==> config.mk <==
export PLATFORM = sky130hd
export DESIGN_NAME = qnna_tile_sched
export DESIGN_NICKNAME = d
export VERILOG_FILES = /design/src/rtl/qnna_pkg.sv /design/src/rtl/qnna_tile_ctr.sv /design/src/rtl/qnna_tile_sched.sv
export SDC_FILE = /design/constraint.sdc
export NUM_CORES = 1
export LEC_CHECK = 0
export ABC_AREA = 1
export BUFFER_PORTS_ARGS = -buffer_cell sky130_fd_sc_hd__buf_2
export CAP_MARGIN = 5
export CORE_AREA = 2 2 225 116
export DETAILED_ROUTE_END_ITERATION = 12
export DIE_AREA = 0 0 227 118
export GPL_ROUTABILITY_DRIVEN = 0
export PLACE_DENSITY_LB_ADDON = 0.08
export SLEW_MARGIN = 10
export SYNTH_ARGS = -nofsm -noshare
export SYNTH_HDL_FRONTEND = slang
export SYNTH_SLANG_ARGS = --single-unit
export TNS_END_PERCENT = 5
==> constraint.sdc <==
create_clock -name clk -period 7.85 [get_ports clk]
set_clock_uncertainty 0.1 [all_clocks]
set_input_delay 0.785 -clock clk [delete_from_list [all_inputs] [get_ports clk]]
set_output_delay 0.785 -clock clk [all_outputs]
set_load 0.02 [all_outputs]
==> src/rtl/qnna_pkg.sv <==
// Shared QNNA definitions: scheduler states, default tile geometry and the
// tile command record used by the MAC command port.
package qnna_pkg;

    localparam int unsigned QNNA_DIM_W  = 16;
    localparam int unsigned TILE_M_DEF  = 4;
    localparam int unsigned TILE_N_DEF  = 4;
    localparam int unsigned K_CHUNK_DEF = 4;

    typedef enum logic [1:0] {
        StIdle   = 2'd0,
        StIssue  = 2'd1,
        StWait   = 2'd2,
        StFinish = 2'd3
    } state_e;

    typedef struct packed {
        logic [QNNA_DIM_W-1:0] m0;
        logic [QNNA_DIM_W-1:0] n0;
        logic [QNNA_DIM_W-1:0] k0;
        logic [QNNA_DIM_W-1:0] m_len;
        logic [QNNA_DIM_W-1:0] n_len;
        logic [QNNA_DIM_W-1:0] k_len;
        logic                  first_k;
        logic                  last_k;
    } tile_cmd_t;

endpackage

==> src/rtl/qnna_tile_ctr.sv <==
// One-dimension tile base counter: latches the dimension on clr, steps the base
// by TILE, wraps to zero after the last tile, and keeps a registered clipped length.
module qnna_tile_ctr #(
    parameter int unsigned DIM_W = 16,
    parameter int unsigned TILE  = 4
) (
    input  logic             clk,
    input  logic             rst,
    input  logic             clr,
    input  logic             step,
    input  logic [DIM_W-1:0] dim,
    output logic [DIM_W-1:0] base,
    output logic [DIM_W-1:0] len,
    output logic             last
);

    localparam logic [DIM_W:0] TileW = (DIM_W + 1)'(TILE);

    logic [DIM_W-1:0] dim_q, dim_d, base_d, len_d;
    logic [DIM_W:0]   reach;
    logic             last_d;

    always_comb begin
        dim_d = clr ? dim : dim_q;
        if (clr || last) begin
            base_d = '0;
        end else begin
            base_d = base + TileW[DIM_W-1:0];
        end
        // One extra bit so a dimension near the top of the range cannot wrap.
        reach  = {1'b0, base_d} + TileW;
        last_d = (reach >= {1'b0, dim_d});
        len_d  = last_d ? (dim_d - base_d) : TileW[DIM_W-1:0];
    end

    always_ff @(posedge clk or posedge rst) begin
        if (rst) begin
            dim_q <= '0;
            base  <= '0;
            len   <= '0;
            last  <= 1'b0;
        end else if (clr || step) begin
            dim_q <= dim_d;
            base  <= base_d;
            len   <= len_d;
            last  <= last_d;
        end
    end

endmodule

==> src/rtl/qnna_tile_sched.sv <==
// Tile scheduler: walks an M x N x K job in tiles (K innermost, then N, then M),
// issuing one command per step and waiting for mac_done between commands.
module qnna_tile_sched
    import qnna_pkg::*;
#(
    parameter int unsigned DIM_W   = QNNA_DIM_W,
    parameter int unsigned TILE_M  = TILE_M_DEF,
    parameter int unsigned TILE_N  = TILE_N_DEF,
    parameter int unsigned K_CHUNK = K_CHUNK_DEF,
    parameter int unsigned CNT_W   = 32
) (
    input  logic             clk,
    input  logic             rst,
    input  logic             start,
    input  logic             abort,
    input  logic [DIM_W-1:0] dim_m,
    input  logic [DIM_W-1:0] dim_n,
    input  logic [DIM_W-1:0] dim_k,
    output logic             busy,
    output logic             done,
    output logic             err,
    output logic             tile_valid,
    input  logic             tile_ready,
    output logic [DIM_W-1:0] tile_m0,
    output logic [DIM_W-1:0] tile_n0,
    output logic [DIM_W-1:0] tile_k0,
    output logic [DIM_W-1:0] tile_m_len,
    output logic [DIM_W-1:0] tile_n_len,
    output logic [DIM_W-1:0] tile_k_len,
    output logic             tile_first_k,
    output logic             tile_last_k,
    input  logic             mac_done,
    output logic [CNT_W-1:0] cmd_count
);

    state_e state_q, state_d;
    logic   dims_ok, clr, advance, last_cmd, cmd_complete;
    logic   m_last, n_last;

    assign dims_ok      = (dim_m != '0) && (dim_n != '0) && (dim_k != '0);
    assign clr          = (state_q == StIdle) && start && dims_ok;
    assign cmd_complete = (state_q == StWait) && mac_done && !abort;
    assign last_cmd     = m_last && n_last && tile_last_k;
    assign advance      = cmd_complete && !last_cmd;

    qnna_tile_ctr #(.DIM_W(DIM_W), .TILE(K_CHUNK)) u_ctr_k (
        .clk  (clk),
        .rst  (rst),
        .clr  (clr),
        .step (advance),
        .dim  (dim_k),
        .base (tile_k0),
        .len  (tile_k_len),
        .last (tile_last_k)
    );

    qnna_tile_ctr #(.DIM_W(DIM_W), .TILE(TILE_N)) u_ctr_n (
        .clk  (clk),
        .rst  (rst),
        .clr  (clr),
        .step (advance && tile_last_k),
        .dim  (dim_n),
        .base (tile_n0),
        .len  (tile_n_len),
        .last (n_last)
    );

    qnna_tile_ctr #(.DIM_W(DIM_W), .TILE(TILE_M)) u_ctr_m (
        .clk  (clk),
        .rst  (rst),
        .clr  (clr),
        .step (advance && tile_last_k && n_last),
        .dim  (dim_m),
        .base (tile_m0),
        .len  (tile_m_len),
        .last (m_last)
    );

    always_comb begin
        state_d = state_q;
        case (state_q)
            StIdle:   if (start) state_d = dims_ok ? StIssue : StFinish;
            StIssue:  if (tile_ready) state_d = StWait;
            StWait:   if (mac_done) state_d = last_cmd ? StFinish : StIssue;
            StFinish: state_d = StIdle;
            default:  state_d = StIdle;
        endcase
        if (abort && (state_q != StIdle)) state_d = StIdle;
    end

    always_ff @(posedge clk or posedge rst) begin
        if (rst) begin
            state_q      <= StIdle;
            busy         <= 1'b0;
            done         <= 1'b0;
            err          <= 1'b0;
            tile_valid   <= 1'b0;
            tile_first_k <= 1'b0;
            cmd_count    <= '0;
        end else begin
            state_q    <= state_d;
            busy       <= (state_d == StIssue) || (state_d == StWait);
            done       <= (state_d == StFinish);
            tile_valid <= (state_d == StIssue);
            if ((state_q == StIdle) && start) err <= !dims_ok;
            if (clr) begin
                cmd_count <= '0;
            end else if (cmd_complete) begin
                cmd_count <= cmd_count + CNT_W'(1);
            end
            // K wraps to zero exactly when the slice just finished was the last one.
            if (clr) begin
                tile_first_k <= 1'b1;
            end else if (advance) begin
                tile_first_k <= tile_last_k;
            end
        end
    end

endmodule

Word level (Yosys, flattened, before mapping)
Index checks and enable logic that the tools add are counted.
Widths: inputs -> output; s select.
{"block": "totals", "ff_bits": 186, "in_bits": 54, "out_inout_bits": 134}
{"block": "op_classes", "reduce_logical": 29, "magnitude_cmp": 3, "add_sub_neg": 10, "n_mux": 20, "eq_ne": 6}
{"op": "$mux 16", "count": 9}
{"op": "$mux 32", "count": 2}
{"op": "$add 16x3->17 const B", "count": 3}
{"op": "$ge 17x16->1", "count": 3}
{"op": "$add 16x3->16 const B", "count": 3}
{"op": "$reduce_bool 16->1", "count": 3}
{"op": "$sub 16x16->16", "count": 3}
{"op": "$add 32x1->32 const B", "count": 1}
{"op": "$logic_and 1x1->1", "count": 12}
{"op": "$mux 2", "count": 6}
{"op": "$eq 2x2->1 const B", "count": 4}
{"op": "$pmux 2 s4", "count": 1}
{"op": "$logic_or 1x1->1", "count": 7}
{"op": "$reduce_bool 2->1", "count": 3}
{"op": "$eq 2x1->1 const B", "count": 2}
{"op": "$logic_not 1->1", "count": 3}
{"op": "$logic_not 2->1", "count": 1}
{"op": "$mux 1", "count": 2}

Logic depth before layout (Yosys ltp)
Gate-level depths: netlist of the first run.
{"block": "logic_depth", "depth_word": 9, "mapped_depth": 28, "mapped_depth_nobuf": 27}

Hierarchy
A second synthesis of the first run with hierarchy kept.
{"block": "unflattened", "cells_unflattened": 1931, "area_unflattened_um2": 14071.0}
{"mod": "qnna_tile_ctr at u_ctr_k", "cells_per_inst": 532, "instances": 1, "area_per_inst_um2": 3972.6}
{"mod": "qnna_tile_ctr at u_ctr_m", "cells_per_inst": 518, "instances": 1, "area_per_inst_um2": 3896.2}
{"mod": "qnna_tile_ctr at u_ctr_n", "cells_per_inst": 525, "instances": 1, "area_per_inst_um2": 3778.6}
{"mod": "qnna_tile_sched", "cells_per_inst": 356, "instances": 1, "area_per_inst_um2": 2423.6}

Least setup slack after synthesis of the first run
OpenSTA, ideal clock, no wires.
{"block": "synth_path", "path_type": "input-to-reg", "from": "in start", "to": "reg u_ctr_k.len[14]", "n_path_buf": 3, "path_slack_ns": 3.554, "t_arrival_ns": 4.069, "setup_time_ns": 0.127, "path_stages": 21, "cell_sequence": "inv_1 nor2_2 nand4_4 buf_2 inv_2 clkbuf_1 clkbuf_1 o21ai_0 ha_1 fa_1 nor2_1 o21ai_0 nand2_1 a21oi_1 o21ai_0 inv_1 o21ai_0 nand3_1 nand2_1 xor2_1 o21ai_0"}
{"block": "synth_via", "elab_chain_len": 7, "elab_cells_between_ends": 10, "classes_between": "2 x add/sub; 1 x order compare; 3 x mux; 4 x reduce/logical"}
{"element": "start, declared", "line_no": "qnna_tile_sched.sv:14", "source": "input logic start,"}
{"element": "$logic_and 1x1->1 * (2 in a row)", "line_no": "qnna_tile_sched.sv:41", "source": "assign clr = (state_q == StIdle) && start && dims_ok;"}
{"element": "$logic_or 1x1->1", "line_no": "qnna_tile_ctr.sv:25", "source": "if (clr || last) begin"}
{"element": "$mux 16", "line_no": "qnna_tile_ctr.sv:25"}
{"element": "$add 16x3->17", "line_no": "qnna_tile_ctr.sv:31", "source": "reach = {1'b0, base_d} + TileW;"}
{"element": "$ge 17x16->1", "line_no": "qnna_tile_ctr.sv:32", "source": "last_d = (reach >= {1'b0, dim_d});"}
{"element": "$mux 16", "line_no": "qnna_tile_ctr.sv:33", "source": "len_d = last_d ? (dim_d - base_d) : TileW[DIM_W-1:0];"}
{"element": "end signal, assigned", "line_no": "qnna_tile_ctr.sv:45", "source": "len <= len_d;"}
{"element": "end, declared", "line_no": "qnna_tile_ctr.sv:13", "source": "output logic [DIM_W-1:0] len,"}
Mark *: on every way between the ends. The rest lies on a longest branch, timed or not.
A chain may end at the register's enable or synchronous reset.

Worst setup path after layout of the first run
{"block": "layout_path", "from": "reg state_q[1]", "to": "reg u_ctr_m.len[15]"}
{"block": "layout_via", "elab_chain_len": 8, "elab_cells_between_ends": 17, "classes_between": "2 x add/sub; 1 x order compare; 1 x eq/ne; 3 x mux; 10 x reduce/logical"}
{"element": "start, declared", "line_no": "qnna_tile_sched.sv:36", "source": "state_e state_q, state_d;"}
{"element": "start signal, assigned", "line_no": "qnna_tile_sched.sv:93", "source": "state_q <= StIdle;"}
{"element": "start signal, assigned", "line_no": "qnna_tile_sched.sv:101", "source": "state_q <= state_d;"}
{"element": "$logic_not 2->1", "line_no": "qnna_tile_sched.sv:41"}
{"element": "$logic_and 1x1->1 (2 in a row)", "line_no": "qnna_tile_sched.sv:41"}
{"element": "$logic_or 1x1->1", "line_no": "qnna_tile_ctr.sv:25"}
{"element": "$mux 16", "line_no": "qnna_tile_ctr.sv:25"}
{"element": "$add 16x3->17", "line_no": "qnna_tile_ctr.sv:31"}
{"element": "$ge 17x16->1", "line_no": "qnna_tile_ctr.sv:32"}
{"element": "$mux 16", "line_no": "qnna_tile_ctr.sv:33"}
{"element": "end signal, assigned", "line_no": "qnna_tile_ctr.sv:45"}
{"element": "end, declared", "line_no": "qnna_tile_ctr.sv:13"}
Parallel ways exist; a longest one is shown, timed or not.

==> results of run 1 <==
==> how the worst min path moves through the flow <==
stage	startpoint	to	depth (start not counted)
final	u_ctr_n.len[10]	u_ctr_n.len[10]	2
after global routing	u_ctr_n.len[12]	u_ctr_n.len[12]	2
after CTS	u_ctr_n.len[9]	u_ctr_n.len[9]	2
after detailed placement	u_ctr_m.len[0]	u_ctr_m.len[0]	2
after global placement	u_ctr_m.len[5]	u_ctr_m.len[5]	2
after floorplan	u_ctr_m.dim_q[15]	u_ctr_m.dim_q[15]	2
==> final cells by class <==
class | count | area, um^2 | area share, %
Antenna cell | 1 | 2.50 | 0.0168
Inverter | 303 | 1140 | 7.69
Tap cell | 344 | 430 | 2.89
Timing Repair Buffer | 194 | 988 | 6.64
Clock inverter | 15 | 213 | 1.43
Multi-Input combinational cell | 1226 | 7040 | 47.2
Sequential cell | 186 | 4650 | 31.2
Clock buffer | 17 | 425 | 2.86
==> layer usage <==
metal	routed length, um	share of wire (%)	track usage [%]
met1	19800	53	46.6
met4	720	1.9	7.97
met2	14700	39	38.9
met5	0	0	0
met3	2230	6.0	4.69
==> registers in the layout, summed over array words and instances (netlist names) <==
register       count
done               1
cmd_count         32
u_ctr_n.base      16
tile_first_k       1
u_ctr_n.dim_q     16
tile_valid         1
u_ctr_k.last       1
u_ctr_k.dim_q     16
u_ctr_m.dim_q     16
busy               1
u_ctr_m.len       16
u_ctr_k.base      16
u_ctr_n.last       1
u_ctr_k.len       16
state_q            2
err                1
u_ctr_m.base      16
u_ctr_m.last       1
u_ctr_n.len       16
==> power by group through the flow <==
stage / clock network (mW) / registers (mW) / logic, mW
floorplan: 0 / 1.42 / 2.04
global placement: 0 / 1.33 / 2.93
detailed placement: 0 / 1.33 / 2.97
CTS: 0.975 / 1.31 / 3.00
global route: 1.01 / 1.35 / 3.41
finish: 0.958 / 1.32 / 3.05
==> cells by family after synthesis <==
kind of cell | count (synthesis) | share of synthesized area [%]
fa+ha+maj | 104 | 10.2
buf+inv | 337 | 10.0
flops | 186 | 35.8
compound gates | 281 | 12.0
xor+xnor | 96 | 6.47
simple gates | 745 | 25.5
==> worst reg2reg max path, stage by stage, from the launching register on <==
cell      delay (ns)
dfrtp_1         0.39
inv_1           0.11
nand2_1         0.10
nor2_2          0.31
nand4_4         0.60
inv_2           0.73
o21ai_0         0.32
ha_1            0.40
inv_1           0.11
nand2_1         0.06
nand2_1         0.05
a31oi_1         0.07
o21ai_0         0.49
a21boi_0        0.27
o21ai_0         0.44
nand2_1         0.11
nand2_1         0.10
xor2_1          0.30
nand3_1         0.13
nand2_1         0.10
==> per-stage QoR <==
step / instance area [um^2] / hold slack, ns / cells
global route: 14900 / 0.399 / 2286
floorplan: 13000 / 0.374 / 1749
global placement: 14300 / 0.359 / 2253
finish: 14900 / 0.373 / 2286
detailed placement: 14300 / 0.363 / 2253
CTS: 14900 / 0.381 / 2285
==> synth_stat cells, types with 6 or more instances <==
cell type	instances	share of area [%]
nand3b_1	11	0.64
nor2_2	10	0.48
a31oi_1	9	0.43
nor3_1	35	1.3
xnor2_1	13	0.88
inv_2	9	0.26
nand4_1	21	1.0
nor2_1	162	4.7
dfrtp_1	186	36
inv_1	294	8.5
a21oi_1	76	2.9
o21ai_0	149	5.7
ha_1	101	9.7
clkbuf_1	24	0.69
buf_2	6	0.23
or2_2	47	2.3
o21ai_2	12	0.81
nor4_1	10	0.48
xor2_1	83	5.6
nand3_1	71	2.7
nand2_1	357	10
o21a_1	6	0.35
==> key figures, run 1 <==
Outcome
  – Outcome: completed

STA
  – Worst-margin pin slew: 0.880 ns
  – Slew Limit Headroom: 41.3%
  – Setup-failing EPs final: 0
  – Hold Violations, Final: 0
  – Fin crit share: 68.1%
  – Peak Freq: 0.187 GHz
  – Setup TNS: 0 ns
  – Unrepaired setup endpoints after global routing: no
  – Final min period: 5.34 ns
  – Max-slew violations: 0
  – Worst setup margin: 2.51 ns

Finish
  – # fillers: 2442
  – Most frequent cells in the layout: 357 x nand2_1, 293 x inv_1, 187 x buf_2
  – Most common cell after layout, fill and taps aside: nand2_1
  – P&R area growth vs syn: 14.7%
  – Layout cells sized above 1: 16.7%
  – Post-layout util: 60.0%
  – Total Nets Final: 2086

Setup path
  – Crit path from: state_q[1]
  – Critical path start-end classification: reg2reg
  – Crit-path max FO: 50
  – Critical Path AT: 5.63 ns
  – Crit path max-delay family: compound AO/OA/AOI/OAI gates
  – R2R Path End: u_ctr_m.len[15]
  – Reg2Reg Depth: 19
  – Crit. End Element: flip-flop
  – Crit path depth: 19
  – Worst EP required: 8.14 ns
  – Cells along the critical path: inv_1, nand2_1, nor2_2, nand4_4, inv_2, o21ai_0, ha_1, inv_1, nand2_1, nand2_1, a31oi_1, o21ai_0, a21boi_0, o21ai_0, nand2_1, nand2_1, xor2_1, nand3_1, nand2_1
  – Flop2flop setup slack: 2.51 ns
  – Slowest stage delay, CP: 0.72 ns
  – Slowest CP cell: inv_2
  – Crit path buffers/inverters: 3
  – Most Frequent Cell on Critical Path: nand2_1
  – Critical Path Source Type: flip-flop
  – R2r startpoint: state_q[1]
  – Critical path endpoint: u_ctr_m.len[15]

Pwr
  – Comb pwr share: 57.3%
  – Reg power frac: 24.8%
  – Max VDD drop: 0.212 mV
  – Post-layout power: 5.32 mW
  – Static Leak: 7.68 nW
  – Clock share of power: 18.0%
  – Switch share: 48.8%
  – Int Power: 2.73 mW
  – Switching component of the power: 2.60 mW
  – PwrDens: 357 mW/mm^2

Routing
  – First DRT Iteration DRCs: 1205
  – # DRC: 0
  – Via density: 5.23
  – Pre-antenna DRT Iters: 5
  – WL final: 37.5 mm
  – Post-DR wirelength/cell: 16.4 um
  – Remaining antenna violation count after routing: 0
  – Vias: 12000

Clocking
  – Post-CTS Setup Repair Bufs: 0
  – TritonCTS Sinks: 186
  – Clock slew at reported path FFs: 0.07 ns
  – Worst-Skew Late Latency: 0.45 ns
  – CTS tree: done
  – Clock buffer depth: 2
  – Depth of the CTS H-tree: 4
  – Hold buffer count at CTS: 0
  – Clock Tree Root: clkbuf_16
  – Resize count post-CTS: 0
  – TritonCTS Buffers: 17

GRT
  – Antenna violations before repair: 1
  – Global route overflow: 0
  – Total GRT Usage: 28.9%
  – Global-route wire length before repair: 60.1 mm
  – Largest net degree at the start of global routing: 119
  – Vias in the first global route: 11100

Min path
  – Min-delay worst type: reg2reg

Synth
  – Syn_area_per_cell: 7.43 um^2
  – EDFF count, synth: 0
  – Post-Syn Area: 0.0130 mm^2
  – Post-synth top flop: dfrtp_1
  – Asr flop ratio synth: 100%
  – Mapped Nets: 1907
  – Sequential share of the synthesized area: 35.8%
  – Yosys cell types: 48
  – Gate Count Post-Synth: 1749
  – Synthesized flop and latch total: 186
  – Synth Warn #: 0

Placement
  – Placement Setup Slack: 2.16 ns
  – Port Buffers: 187
  – Detailed Place HPWL: 29.3 mm

Floorplanning
  – Initial Util: 52.3%
  – Core ar.: 0.0248 mm^2
  – Row Count: 41
  – I/O pin count: 188
  – Die X: 227 um
  – Die Y: 118 um
  – Die ar.: 0.0268 mm^2

Job
  – Max_cap viols: 0
No activity file was read; power rests on OpenSTA's default activity.
==> run 2: changes to the inputs <==
==> constraint.sdc (replaced) <==
create_clock -name clk -period 5.25 [get_ports clk]
set_clock_uncertainty 0.1 [all_clocks]
set_input_delay 0.525 -clock clk [delete_from_list [all_inputs] [get_ports clk]]
set_output_delay 0.525 -clock clk [all_outputs]
set_load 0.02 [all_outputs]
==> run 2 against run 1 <==
Global-route usage decreased by 0.60 points. Largest power group unchanged. Non-clock buffer count increased by 13. Cell count increased by 0.57%.
==> key figures, run 2 (synthesis results as in run 1) <==
Floorplanning
  – I/O pin count: 188
  – Core ar.: 0.0248 mm^2
  – Die ar.: 0.0268 mm^2
  – Die X: 227 um
  – Initial Util: 52.3%
  – Row Count: 41
  – Die Y: 118 um

STA
  – Slew Limit Headroom: 49.5%
  – Max-slew violations: 0
  – Hold Violations, Final: 0
  – Fin crit share: 86.8%
  – Peak Freq: 0.219 GHz
  – Final min period: 4.56 ns
  – Worst setup margin: 0.694 ns
  – Setup TNS: 0 ns
  – Setup-failing EPs final: 0
  – Worst-margin pin slew: 0.758 ns
  – Unrepaired setup endpoints after global routing: no

Finish
  – Sequential cell area: 0.00465 mm^2
  – Reg with most FFs: cmd_count
  – Max FFs per register: 32
  – # fillers: 2331
  – Layout cells sized above 1: 17.2%
  – Multi-input logic area: 0.00704 mm^2
  – Most frequent cells in the layout: 357 x nand2_1, 293 x inv_1, 187 x buf_2
  – Most common cell after layout, fill and taps aside: nand2_1
  – Total Nets Final: 2099
  – P&R area growth vs syn: 15.4%

Setup path
  – Critical Path Source Type: flip-flop
  – Worst EP required: 5.46 ns
  – Critical Path AT: 4.77 ns
  – Crit. End Element: flip-flop
  – Crit-path max FO: 24
  – Critical path start-end classification: reg2reg

Clocking
  – Worst-Skew Late Latency: 0.45 ns
  – Resize count post-CTS: 0
  – Post-CTS Setup Repair Bufs: 0
  – TritonCTS Buffers: 17
  – Hold buffer count at CTS: 0
  – Clock slew at reported path FFs: 0.08 ns
  – Depth of the CTS H-tree: 4
  – TritonCTS Sinks: 186
  – Clock Tree Root: clkbuf_16
  – Clock buffer depth: 2
  – CTS tree: done

GRT
  – Gr busiest metal: met1
  – Largest net degree at the start of global routing: 136
  – Met2 Track Usage GR: 38.0%
  – Total GRT Usage: 28.3%
  – Global-route wire length before repair: 59.4 mm
  – Antenna violations before repair: 1
  – Vias in the first global route: 11000
  – Met3 Use GR: 4.62%
  – Routing usage on met1: 46.2%
  – Global route overflow: 0

Routing
  – # DRC: 0
  – Via density: 5.24
  – Remaining antenna violation count after routing: 0
  – First DRT Iteration DRCs: 1007
  – Post-DR wirelength/cell: 16.0 um
  – WL final: 36.8 mm
  – Pre-antenna DRT Iters: 6
  – Vias: 12100

Job
  – Max_cap viols: 0

Min path
  – Min-delay worst type: in2async

Pwr
  – PwrDens: 528 mW/mm^2
  – Max VDD drop: 0.285 mV
  – Static Leak: 7.74 nW

Placement
  – Detailed Place HPWL: 28.8 mm
  – Placement Setup Slack: 0.404 ns
  – Port Buffers: 187

Outcome
  – Outcome: completed
-- run 2: worst paths after layout --
path | endpoint | slack, ns | startpoint | cells after the start
max | u_ctr_k.len[14] | 0.69 | state_q[1] | 20
min | cmd_count[23] | 0.18 | rst | 3
max reg2reg | u_ctr_k.len[14] | 0.69 | state_q[1] | 20
min reg2reg | u_ctr_n.len[9] | 0.37 | u_ctr_n.len[9] | 2
max in group asynchronous | u_ctr_k.base[10] | 3.66 | rst | 4
min in group clk | u_ctr_k.dim_q[2] | 0.25 | dim_k[2] | 3
-- run 2: stage by stage --
step	total power [mW]	instance area, um^2	hold WS, ns	utilization, %	instances
floorplan	5.19	13000	0.374	-	1749
global placement	6.36	14400	0.359	57.8	2266
detailed placement	6.43	14400	0.361	57.8	2266
CTS	7.88	15000	0.207	60.4	2298
global route	8.62	15000	0.261	60.4	2299
finish	7.92	15000	0.180	60.4	2299
-- run 2: routing by layer --
metal,routed length (um),vias up
li1,-,5967
met1,19300,5608
met2,14400,444
met3,2680,35
met4,467,0
met5,0,-
-- run 2: worst max-delay path, stage by stage (launching register included) --
cell	delay, ns
dfrtp_1	0.39
inv_1	0.09
nand2_1	0.08
nor2_2	0.17
nand4_4	0.30
inv_2	0.43
buf_4	0.31
o21ai_0	0.21
ha_1	0.31
fa_1	0.42
nor2_1	0.12
o21ai_0	0.12
nand2_1	0.14
a21oi_1	0.12
o21ai_0	0.29
inv_1	0.06
o21ai_0	0.27
nand3_1	0.11
nand2_1	0.09
xor2_1	0.16
o21ai_0	0.11
-- run 2: layout make-up --
class	count	area share, %
Multi-Input combinational cell	1226	46.9
Sequential cell	186	31.1
Inverter	303	7.61
Timing Repair Buffer	207	7.33
Clock buffer	19	2.89
Tap cell	344	2.87
Clock inverter	13	1.28
Antenna cell	1	0.0167
-- run 2: power by group --
part           total [mW]  internal, mW  switching (mW)
Clock                1.41         0.804           0.608
Combinational        4.53          1.54            2.99
Sequential           1.97          1.77           0.207
Total                7.92          4.11            3.80
==> run 3: changes to the inputs <==
--- a/config.mk
+++ b/config.mk
@@ -12,6 +12,7 @@
 export DETAILED_ROUTE_END_ITERATION = 12
 export DIE_AREA = 0 0 227 118
 export GPL_ROUTABILITY_DRIVEN = 0
+export MAX_ROUTING_LAYER = met4
 export PLACE_DENSITY_LB_ADDON = 0.08
 export SLEW_MARGIN = 10
 export SYNTH_ARGS = -nofsm -noshare
==> run 3 against run 2 <==
Sequential power about the same. Core utilization unchanged. Via count shrank 0.17%. Wire length up 0.22%. Cell area unchanged. Flip-flop and latch count stayed put. Global-route usage increased by 0.82 points. Power is essentially flat. Critical path depth grew 1. Register-to-register slack improved by 0.02 ns. Highest routed layer unchanged.
==> key figures, run 3 (synthesis results as in run 1) <==
Setup path
  – Flop2flop setup slack: 0.71 ns
  – Crit-path max FO: 37
  – Crit path from: state_q[1]
  – Crit. End Element: flip-flop
  – Worst EP required: 5.54 ns
  – Critical path start-end classification: reg2reg
  – Critical Path Source Type: flip-flop
  – Critical Path AT: 4.83 ns
  – R2R Path End: u_ctr_m.len[14]
  – Reg2Reg Depth: 21
  – R2r startpoint: state_q[1]
  – Critical path endpoint: u_ctr_m.len[14]

Floorplanning
  – Die X: 227 um
  – Core ar.: 0.0248 mm^2
  – Die ar.: 0.0268 mm^2
  – I/O pin count: 188
  – Die Y: 118 um
  – Row Count: 41
  – Initial Util: 52.3%

Finish
  – Reg with most FFs: cmd_count
  – Total Nets Final: 2099
  – Layout cells sized above 1: 17.2%
  – Sequential cell area: 0.00465 mm^2
  – Most common cell after layout, fill and taps aside: nand2_1
  – Finished layout cell area: 0.0150 mm^2
  – Multi-input logic area: 0.00704 mm^2
  – Post-route insts no fill: 2299
  – Max FFs per register: 32
  – P&R area growth vs syn: 15.4%
  – # fillers: 2331
  – Post-layout util: 60.4%
  – Most frequent cells in the layout: 357 x nand2_1, 293 x inv_1, 187 x buf_2

Clocking
  – Depth of the CTS H-tree: 4
  – Clock buffer depth: 2
  – TritonCTS Sinks: 186
  – Hold buffer count at CTS: 0
  – TritonCTS Buffers: 17
  – Clock Tree Root: clkbuf_16
  – Worst-Skew Late Latency: 0.45 ns
  – Clock slew at reported path FFs: 0.08 ns
  – Post-CTS Setup Repair Bufs: 0
  – CTS tree: done
  – Resize count post-CTS: 0

Routing
  – # DRC: 0
  – Pre-antenna DRT Iters: 7
  – First DRT Iteration DRCs: 1006
  – WL final: 36.9 mm
  – Post-DR wirelength/cell: 16.1 um
  – Vias: 12000
  – Via density: 5.23
  – Remaining antenna violation count after routing: 0

STA
  – Peak Freq: 0.220 GHz
  – Setup TNS: 0 ns
  – Setup-failing EPs final: 0
  – Unrepaired setup endpoints after global routing: no
  – Worst-margin pin slew: 0.757 ns
  – Final min period: 4.54 ns
  – Fin crit share: 86.4%
  – Max-slew violations: 0
  – Hold Violations, Final: 0
  – Final hold slack: 0.200 ns
  – Slew Limit Headroom: 49.5%

GRT
  – Global route overflow: 0
  – Vias in the first global route: 11000
  – Largest net degree at the start of global routing: 136
  – Global-route wire length before repair: 59.5 mm
  – Antenna violations before repair: 1
  – Total GRT Usage: 29.1%

Pwr
  – PwrDens: 528 mW/mm^2
  – Static Leak: 7.74 nW
  – Max VDD drop: 0.286 mV

Placement
  – Placed cell count: 2266
  – Port Buffers: 187
  – Area after DPL: 0.0144 mm^2
  – Detailed Place HPWL: 28.8 mm

Min path
  – Min-delay worst type: in2async

Outcome
  – Outcome: completed

Job
  – Max_cap viols: 0
==> run 3: metrics by stage <==
step / total power [mW] / worst slack (ns)
global route: 8.62 / 0.326
finish: 7.92 / 0.712
detailed placement: 6.43 / 0.404
floorplan: 5.19 / 1.21
global placement: 6.36 / 0.415
CTS: 7.88 / 0.757
==> run 3: how the worst min path moves through the flow <==
stage,slack [ns],endpoint,depth (start not counted),from
6_report,0.20,cmd_count[16],3,rst
5_1_grt,0.27,u_ctr_k.dim_q[2],3,dim_k[2]
4_1_cts,0.21,u_ctr_n.len[0],3,rst
3_5_place_dp,0.36,u_ctr_n.len[9],2,u_ctr_n.len[9]
3_3_place_gp,0.36,u_ctr_m.len[12],2,u_ctr_m.len[12]
2_1_floorplan,0.37,u_ctr_m.dim_q[15],2,u_ctr_m.dim_q[15]
==> run 3: per-layer routing <==
| layer | track usage [%] | vias to the layer above | share of wire, % |
|---|---|---|---|
| met1 | 46.6 | 5616 | 52 |
| met5 | - | - | 0 |
| li1 | - | 5961 | - |
| met3 | 4.04 | 46 | 6.8 |
| met4 | 6.25 | 0 | 1.5 |
| met2 | 38.0 | 410 | 39 |
==> run 3: area by class of cell <==
cell class,count,share of cell area [%]
Sequential cell,186,31.1
Clock inverter,13,1.28
Tap cell,344,2.87
Antenna cell,1,0.0167
Multi-Input combinational cell,1226,46.9
Inverter,303,7.61
Timing Repair Buffer,207,7.33
Clock buffer,19,2.89
==> run 3: critical path: stages, from the launching register on <==
cell and delay, ns:
dfrtp_1 0.39, inv_1 0.09, nand2_1 0.08, nor2_2 0.17, nand4_4 0.30, buf_4 0.36
or2_2 0.31, o21ai_0 0.15, ha_1 0.24, inv_1 0.07, fa_1 0.39, nand2_1 0.08
nand2_1 0.05, a21oi_1 0.28, o21ai_0 0.26, a31oi_1 0.32, o21ai_0 0.18, nand2_1 0.09
nand2_1 0.07, xor2_1 0.28, nand3_1 0.12, nand2_1 0.09
==> run 3: power breakdown <==
part	switching (mW)	internal (mW)	leakage (nW)
Combinational	2.99	1.54	5.02
Sequential	0.206	1.77	2.43
Clock	0.607	0.804	0.300
Total	3.80	4.11	7.74
